==> src/rtl/text_scroll_cursor_if.sv <==
// Register bus between the host and text_scroll_cursor.
//   reg_addr    : register select (0..7)
//   reg_we      : single-cycle write strobe
//   reg_dataIn  : write data
//   reg_dataOut : registered read data of reg_addr
interface text_scroll_cursor_if;
  logic [2:0]  reg_addr;
  logic        reg_we;
  logic [15:0] reg_dataIn;
  logic [15:0] reg_dataOut;

  modport master (output reg_addr, reg_we, reg_dataIn, input reg_dataOut);
  modport slave  (input reg_addr, reg_we, reg_dataIn, output reg_dataOut);
endinterface

==> src/rtl/text_scroll_cursor.sv <==
// Text-mode address/overlay front end: maps pixel coordinates to character
// RAM addresses through a circular scroll offset, delays glyph coordinates to
// line up with character data, and produces a blinking hardware cursor.
// Register shadows are CPU-visible; actives are loaded on vBlank rising edge.
// Ports:
//   pixel_clk, rst_n     : clock, async active-low reset
//   horizPos, vertPos    : pixel coordinates from the timing engine
//   vBlank               : vertical blanking flag
//   regs                 : register bus (slave)
//   char_addr            : character RAM address, 2 cycles after coordinates
//   glyph_h, glyph_v     : pixel within glyph, 2+DATA_LAT cycles after
//   cursor_hit           : pixel inside visible cursor, aligned to glyph_*
//   blink_phase          : current blink state
module text_scroll_cursor #(
  parameter int unsigned FONT_W   = 8,
  parameter int unsigned FONT_H   = 16,
  parameter int unsigned N_COL    = 80,
  parameter int unsigned N_ROW    = 30,
  parameter int unsigned H_BITS   = 10,
  parameter int unsigned V_BITS   = 9,
  parameter int unsigned ADDR_W   = 12,
  parameter int unsigned DATA_LAT = 1
) (
  input  logic                       pixel_clk,
  input  logic                       rst_n,
  input  logic [H_BITS-1:0]          horizPos,
  input  logic [V_BITS-1:0]          vertPos,
  input  logic                       vBlank,
  text_scroll_cursor_if.slave        regs,
  output logic [ADDR_W-1:0]          char_addr,
  output logic [$clog2(FONT_W)-1:0]  glyph_h,
  output logic [$clog2(FONT_H)-1:0]  glyph_v,
  output logic                       cursor_hit,
  output logic                       blink_phase
);

  localparam int unsigned GH_W   = $clog2(FONT_W);
  localparam int unsigned GV_W   = $clog2(FONT_H);
  localparam int unsigned COL_W  = H_BITS - GH_W;
  localparam int unsigned ROW_W  = V_BITS - GV_W;
  localparam int unsigned PROW_W = ROW_W + 1;

  // Register file: shadow (_s), next shadow (_nxt), active (_a)
  logic [6:0] cx_s, cx_nxt, cx_a;
  logic [4:0] cy_s, cy_nxt, cy_a;
  logic [4:0] scr_s, scr_nxt, scr_a;
  logic       cen_s, cen_nxt, cen_a;
  logic       ben_s, ben_nxt, ben_a;
  logic [3:0] cst_s, cst_nxt, cst_a;
  logic [3:0] cend_s, cend_nxt, cend_a;
  logic [7:0] bp_s, bp_nxt, bp_a;

  logic       vb_q;
  logic       vb_edge;
  logic [7:0] frame_cnt;
  logic [7:0] blink_cnt;
  logic [7:0] bp_m1;

  // Bits of the write bus that no register stores
  logic unused_bits;
  assign unused_bits = ^{regs.reg_dataIn[15:12], regs.reg_dataIn[3:2]};

  assign vb_edge = vBlank & ~vb_q;

  // Shadow next-state: the same-cycle write is visible to a vBlank transfer
  always_comb begin
    cx_nxt   = cx_s;
    cy_nxt   = cy_s;
    scr_nxt  = scr_s;
    cen_nxt  = cen_s;
    ben_nxt  = ben_s;
    cst_nxt  = cst_s;
    cend_nxt = cend_s;
    bp_nxt   = bp_s;
    if (regs.reg_we) begin
      case (regs.reg_addr)
        3'd0: cx_nxt = regs.reg_dataIn[6:0];
        3'd1: cy_nxt = regs.reg_dataIn[4:0];
        3'd2: if (32'(regs.reg_dataIn[4:0]) < N_ROW) scr_nxt = regs.reg_dataIn[4:0];
        3'd3: begin
          cen_nxt  = regs.reg_dataIn[0];
          ben_nxt  = regs.reg_dataIn[1];
          cst_nxt  = regs.reg_dataIn[7:4];
          cend_nxt = regs.reg_dataIn[11:8];
        end
        3'd4: bp_nxt = regs.reg_dataIn[7:0];
        default: ;
      endcase
    end
  end

  // Shadow and active register copies
  always_ff @(posedge pixel_clk or negedge rst_n) begin
    if (!rst_n) begin
      vb_q   <= 1'b0;
      cx_s   <= '0;    cx_a   <= '0;
      cy_s   <= '0;    cy_a   <= '0;
      scr_s  <= '0;    scr_a  <= '0;
      cen_s  <= 1'b1;  cen_a  <= 1'b1;
      ben_s  <= 1'b1;  ben_a  <= 1'b1;
      cst_s  <= 4'hE;  cst_a  <= 4'hE;
      cend_s <= 4'hF;  cend_a <= 4'hF;
      bp_s   <= 8'd16; bp_a   <= 8'd16;
    end else begin
      vb_q   <= vBlank;
      cx_s   <= cx_nxt;
      cy_s   <= cy_nxt;
      scr_s  <= scr_nxt;
      cen_s  <= cen_nxt;
      ben_s  <= ben_nxt;
      cst_s  <= cst_nxt;
      cend_s <= cend_nxt;
      bp_s   <= bp_nxt;
      if (vb_edge) begin
        cx_a   <= cx_nxt;
        cy_a   <= cy_nxt;
        scr_a  <= scr_nxt;
        cen_a  <= cen_nxt;
        ben_a  <= ben_nxt;
        cst_a  <= cst_nxt;
        cend_a <= cend_nxt;
        bp_a   <= bp_nxt;
      end
    end
  end

  // A period of 0 behaves like 1, so its terminal count is 0 either way
  assign bp_m1 = (bp_a == 8'd0) ? 8'd0 : bp_a - 8'd1;

  // Frame and blink counters; blink uses the settings active before this edge
  always_ff @(posedge pixel_clk or negedge rst_n) begin
    if (!rst_n) begin
      frame_cnt   <= '0;
      blink_cnt   <= '0;
      blink_phase <= 1'b1;
    end else begin
      if (vb_edge) frame_cnt <= frame_cnt + 8'd1;
      if (!ben_a) begin
        blink_cnt   <= '0;
        blink_phase <= 1'b1;
      end else if (vb_edge) begin
        if (blink_cnt >= bp_m1) begin
          blink_cnt   <= '0;
          blink_phase <= ~blink_phase;
        end else begin
          blink_cnt <= blink_cnt + 8'd1;
        end
      end
    end
  end

  // Registered read-back of the shadow copies
  always_ff @(posedge pixel_clk or negedge rst_n) begin
    if (!rst_n) begin
      regs.reg_dataOut <= '0;
    end else begin
      case (regs.reg_addr)
        3'd0:    regs.reg_dataOut <= {9'd0, cx_s};
        3'd1:    regs.reg_dataOut <= {11'd0, cy_s};
        3'd2:    regs.reg_dataOut <= {11'd0, scr_s};
        3'd3:    regs.reg_dataOut <= {4'd0, cend_s, cst_s, 2'd0, ben_s, cen_s};
        3'd4:    regs.reg_dataOut <= {8'd0, bp_s};
        3'd5:    regs.reg_dataOut <= {frame_cnt, 6'd0, blink_phase, vBlank};
        default: regs.reg_dataOut <= '0;
      endcase
    end
  end

  // Stage 1 combinational: cell coordinates, scrolled row, cursor match
  logic [COL_W-1:0]  col_w;
  logic [ROW_W-1:0]  lrow_w;
  logic [GH_W-1:0]   gh_w;
  logic [GV_W-1:0]   gv_w;
  logic [PROW_W-1:0] prow_sum;
  logic [PROW_W-1:0] prow_w;
  logic              hit_w;

  assign col_w    = horizPos[H_BITS-1:GH_W];
  assign lrow_w   = vertPos[V_BITS-1:GV_W];
  assign gh_w     = horizPos[GH_W-1:0];
  assign gv_w     = vertPos[GV_W-1:0];
  assign prow_sum = PROW_W'(lrow_w) + PROW_W'(scr_a);
  // Single conditional subtract: scroll < N_ROW keeps on-screen rows in range
  assign prow_w   = (32'(prow_sum) >= N_ROW) ? prow_sum - PROW_W'(N_ROW) : prow_sum;
  // Cursor compares logical rows so scrolling does not move it
  assign hit_w    = cen_a & blink_phase
                  & (32'(lrow_w) == 32'(cy_a)) & (32'(col_w) == 32'(cx_a))
                  & (32'(cst_a) <= 32'(gv_w)) & (32'(gv_w) <= 32'(cend_a))
                  & (32'(cx_a) < N_COL) & (32'(cy_a) < N_ROW);

  logic [COL_W-1:0]  col_q;
  logic [PROW_W-1:0] prow_q;
  logic [GH_W-1:0]   gh_q;
  logic [GV_W-1:0]   gv_q;
  logic              hit_q;

  // Index 0 is stage 2; index DATA_LAT lines up with character RAM data
  logic [GH_W-1:0] gh_d  [0:DATA_LAT];
  logic [GV_W-1:0] gv_d  [0:DATA_LAT];
  logic            hit_d [0:DATA_LAT];

  // Address pipeline and glyph/cursor alignment delay
  always_ff @(posedge pixel_clk or negedge rst_n) begin
    if (!rst_n) begin
      col_q     <= '0;
      prow_q    <= '0;
      gh_q      <= '0;
      gv_q      <= '0;
      hit_q     <= 1'b0;
      char_addr <= '0;
      for (int unsigned k = 0; k <= DATA_LAT; k++) begin
        gh_d[k]  <= '0;
        gv_d[k]  <= '0;
        hit_d[k] <= 1'b0;
      end
    end else begin
      col_q     <= col_w;
      prow_q    <= prow_w;
      gh_q      <= gh_w;
      gv_q      <= gv_w;
      hit_q     <= hit_w;
      char_addr <= ADDR_W'(32'(prow_q) * N_COL + 32'(col_q));
      gh_d[0]   <= gh_q;
      gv_d[0]   <= gv_q;
      hit_d[0]  <= hit_q;
      for (int unsigned k = 1; k <= DATA_LAT; k++) begin
        gh_d[k]  <= gh_d[k-1];
        gv_d[k]  <= gv_d[k-1];
        hit_d[k] <= hit_d[k-1];
      end
    end
  end

  assign glyph_h    = gh_d[DATA_LAT];
  assign glyph_v    = gv_d[DATA_LAT];
  assign cursor_hit = hit_d[DATA_LAT];

endmodule
==> src/flat_wrapper.sv <==
// flat-port wrapper written by rule: the top's interface ports become plain ports
module text_scroll_cursor_flat 
#(
  parameter int unsigned FONT_W   = 8,
  parameter int unsigned FONT_H   = 16,
  parameter int unsigned N_COL    = 80,
  parameter int unsigned N_ROW    = 30,
  parameter int unsigned H_BITS   = 10,
  parameter int unsigned V_BITS   = 9,
  parameter int unsigned ADDR_W   = 12,
  parameter int unsigned DATA_LAT = 1
)
  (pixel_clk, rst_n, horizPos, vertPos, vBlank, char_addr, glyph_h, glyph_v, cursor_hit, blink_phase, regs_reg_addr, regs_reg_we, regs_reg_dataIn, regs_reg_dataOut);
  text_scroll_cursor_if regs_i ();
  input  logic pixel_clk;
  input  logic rst_n;
  input  logic [H_BITS-1:0] horizPos;
  input  logic [V_BITS-1:0] vertPos;
  input  logic vBlank;
  output logic [ADDR_W-1:0] char_addr;
  output logic [$clog2(FONT_W)-1:0] glyph_h;
  output logic [$clog2(FONT_H)-1:0] glyph_v;
  output logic cursor_hit;
  output logic blink_phase;
  input wire logic [$bits(regs_i.reg_addr)-1:0] regs_reg_addr;
  input wire logic [$bits(regs_i.reg_we)-1:0] regs_reg_we;
  input wire logic [$bits(regs_i.reg_dataIn)-1:0] regs_reg_dataIn;
  output wire logic [$bits(regs_i.reg_dataOut)-1:0] regs_reg_dataOut;
  assign regs_i.reg_addr = regs_reg_addr;
  assign regs_i.reg_we = regs_reg_we;
  assign regs_i.reg_dataIn = regs_reg_dataIn;
  assign regs_reg_dataOut = regs_i.reg_dataOut;
  text_scroll_cursor #(.FONT_W(FONT_W), .FONT_H(FONT_H), .N_COL(N_COL), .N_ROW(N_ROW), .H_BITS(H_BITS), .V_BITS(V_BITS), .ADDR_W(ADDR_W), .DATA_LAT(DATA_LAT)) u_core (.pixel_clk(pixel_clk), .rst_n(rst_n), .horizPos(horizPos), .vertPos(vertPos), .vBlank(vBlank), .regs(regs_i), .char_addr(char_addr), .glyph_h(glyph_h), .glyph_v(glyph_v), .cursor_hit(cursor_hit), .blink_phase(blink_phase));
endmodule
==> config.mk <==
export PLATFORM = sky130hd
export DESIGN_NAME = text_scroll_cursor_flat
export DESIGN_NICKNAME = d
export VERILOG_FILES = /design/src/rtl/text_scroll_cursor_if.sv /design/src/rtl/text_scroll_cursor.sv /design/src/flat_wrapper.sv
export SDC_FILE = /design/constraint.sdc
export NUM_CORES = 1
export LEC_CHECK = 0
export CORE_UTILIZATION = 51
export CTS_BUF_LIST = sky130_fd_sc_hd__clkbuf_8 sky130_fd_sc_hd__clkbuf_16
export DETAILED_ROUTE_END_ITERATION = 16
export PLACE_DENSITY = 0.83
export SKIP_CTS_REPAIR_TIMING = 1
export SLEW_MARGIN = 40
export SYNTH_ARGS = -nofsm -noshare
export SYNTH_HDL_FRONTEND = slang
export SYNTH_SLANG_ARGS = --single-unit
==> constraint.sdc <==
create_clock -name pixel_clk -period 2.7 [get_ports pixel_clk]
set_clock_uncertainty 0.15 [all_clocks]
set_input_delay 0.54 -clock pixel_clk [delete_from_list [all_inputs] [get_ports pixel_clk]]
set_output_delay 0.54 -clock pixel_clk [all_outputs]
set_load 0.005 [all_outputs]
==> results.ini <==
[route]
num_vias=4977
drt-total-wl_um=15300
wl_per_cell_um=16.8
viasPerCell=5.46
ant_nets=0
drc=0
drt_iter0_markers=275
firstDrtPassIters=5

[cells_and_area]
register_area_mm2=0.00385
nNetsFinal=803
fillers=966
finalInstanceArea_mm2=0.00879
multiInputGateArea_mm2=0.00294
area_growth_pct=25.9
antenna_cells=0
fin_util=0.661
layout-drive-gt1-share=0.222

[sta]
timing.fmax_ghz=0.375
hold_ws_ns=0.200
rsz0062_at_grt=true
setup_violations=0
max-slew-margin-rel=0.583
period_needed_ns=2.67
fin_crit_sh=0.988
hold_viol=0
worst_pin_slew_ns=0.626
slew_viol_final=0

[floorplanning]
pin_count=79
dieHeight_um=119
die_w_um=119
die_area_mm2=0.0142
core_region_area_mm2=0.0133
fp-row-count=42
start_util=0.525

[global_routing]
grt_pass1_wl_um=25600
grt_pass1_vias=5174
grt_usage=0.235
antenna_found_initial=0
overflow=0
grt_max_degree=67

[clock_network]
clock-root-buffer=clkbuf_16
clockBufferDepth=2
clk_pin_slew_ns=0.06
cts_made_buffers=17
clk_latency_ns=0.43
ctsHtreeMaxLevel=4
cts_tree=yes
cts_sinks=153

[power]
switching_share=0.318
combPwrFrac=0.315
cellInternalPower_uw=5390
power.switching_uw=2510
pwr-share-clk=0.293
leakage_uw=0.00409
ir_drop_v=0.000526
power_density_mw_per_mm2=898
seqPwrFrac=0.392

[logic_synthesis]
ys_types=58
synth_seq_area_share=0.552
syn-cell-area_mm2=0.00698
synth_most_common_cell=dfrtp_1
ys_async_sr_fraction=1.00
syn_nets=693
postSynthAreaPerCell_um2=11.4
syn_inst=612
yosys_warnings=0
synth_largest_area_cell=dfrtp_1
yosysTopAreaCellShare=0.473
synth_area_leaders=dfrtp_1, dfstp_2, ha_1, mux2_2, nand2_1
synthTopCellsByCount=dfrtp_1, nand2_1, mux2_2
synth_ff_type=dfrtp_1
synth-edff-count=0
synth_seq_cells=153

[critical_path]
endpoint_kind=flip-flop
worstPathMaxFanout=5
required_ns=2.90
path_class=reg -> reg
path_cells=or3_4 -> or3_4 -> and2_4 -> ha_1 -> nand2b_1 -> a21o_1 -> a31oi_4 -> buf_6 -> o211a_1 -> a211oi_2
critPathMaxStageDelay_ns=0.40
r2r-start=u_core.bp_a[6]
cpLargestDelayFamily=simple AND/OR/NAND/NOR gates
worst-path-buf-inv=1
r2r_setup_slack_ns=0.03
arrival_ns=2.87
start_kind=flip-flop
critPathLaunch=u_core.bp_a[6]
timing.rr.end=u_core.blink_phase
slowest_stage=or3_4
cpMostUsedCell=or3_4
reg2reg_depth=10

[placement]
placed_area_mm2=0.00814
routabilityCongestion=0.870
numPortBuffers=74
place_hpwl_um=10900

[worst_hold_path]
hold_path_depth=0
holdPathEnd=u_core.glyph_h[0]
min_from=u_core.gh_d[3]
hold_class=reg -> reg

[outcome]
run_status=complete, no violations

[flow_run]
max_cap_viol_count=0

==> stage by stage <==
| stage | setup slack [ns] | total power (uW) | instances | TNS (ns) |
|---|---|---|---|---|
| finish | 0.0315 | 7900 | 911 | 0 |
| global placement | -0.195 | 5360 | 875 | -0.670 |
| floorplan | 0.0155 | 4630 | 612 | 0 |
| CTS | -0.0540 | 7880 | 907 | -0.0804 |
| detailed placement | -0.296 | 5530 | 875 | -1.10 |
| global route | -0.0437 | 8380 | 911 | -0.124 |
==> kinds of logic (layout without fill, tap and decap cells) <==
kind of cell | after synthesis | after routing | synth area share
DFF | 153 | 153 | 0.552
buffers and inverters | 54 | 177 | 0.0342
AOI/OAI and AO/OA | 80 | 80 | 0.0787
and+or+nand+nor | 201 | 201 | 0.135
adders and majority gates | 39 | 39 | 0.0731
muxes | 53 | 53 | 0.0871
xor gates and xnor gates | 32 | 32 | 0.0401
==> power by group through the flow <==
stage	sequential, uW	clock, uW	combinational (uW)
after floorplan	3040	0	1590
after global placement	3090	0	2270
after detailed placement	3120	0	2410
after CTS	3090	2350	2440
after global routing	3140	2460	2780
final	3090	2310	2490
==> sequential cells by signal, indices dropped and copies added, names as in the netlist, 5 cells and up <==
| name | flops |
|---|---|
| u_core.regs.reg_dataOut | 16 |
| u_core.char_addr | 12 |
| u_core.blink_cnt | 8 |
| u_core.bp_a | 8 |
| u_core.bp_s | 8 |
| u_core.frame_cnt | 8 |
| u_core.col_q | 7 |
| u_core.cx_a | 7 |
| u_core.cx_s | 7 |
| u_core.prow_q | 6 |
| u_core.cy_a | 5 |
| u_core.cy_s | 5 |
| u_core.scr_a | 5 |
| u_core.scr_s | 5 |
==> final cells by class <==
cell class | instances | share of cell area
sequential | 153 | 0.438
multi-input combinational | 405 | 0.334
timing repair buffer | 117 | 0.124
clock buffer | 18 | 0.0500
tap | 176 | 0.0250
clock inverter | 14 | 0.0158
inverter | 28 | 0.0120
==> per-layer routing <==
layer  vias up  GRT usage  wire length [um]
li1       2322          -                 -
met1      2468      0.282              6170
met2       151      0.405              8120
met3        36     0.0498               671
met4         0      0.107               380
met5         -          0                 0
==> worst reg2reg max path, delay by kind of cell, from the launching register on <==
kind / cells / cell delay [ns]
DFF: 1 / 0.39
AOI/OAI and AO/OA: 4 / 0.59
buffers and inverters: 1 / 0.15
and+or+nand+nor: 4 / 1.06
adders and majority gates: 1 / 0.26
==> cell usage in the layout (no fill, tap or decap), types with 4 or more instances in the layout <==
master,count
nor3_1,7
xnor2_1,19
xor2_1,13
o22ai_1,4
a31oi_1,6
a21o_1,5
dfstp_2,21
and3_1,10
ha_1,36
o21ai_0,18
mux2_4,6
nor2b_1,8
a21oi_1,8
nand4_1,6
inv_6,4
dfrtp_1,132
a22oi_1,7
nand2b_1,10
nand3_1,10
clkbuf_16,17
clkdlybuf4s50_1,73
nor2_1,19
inv_1,26
mux2i_1,9
o2111ai_1,4
mux2_2,38
nand2_1,109
buf_4,38
==> worst max-delay path by stage <==
stage	endpoint	slack [ns]	cells after the start
2_1_floorplan	u_core.blink_phase	0.02	11
3_3_place_gp	u_core.prow_q[1]	-0.20	9
3_5_place_dp	u_core.prow_q[3]	-0.30	9
4_1_cts	u_core.blink_phase	-0.05	10
5_1_grt	u_core.blink_cnt[5]	-0.04	10
6_report	u_core.blink_phase	0.03	10
(Power assumes the default switching activity.)
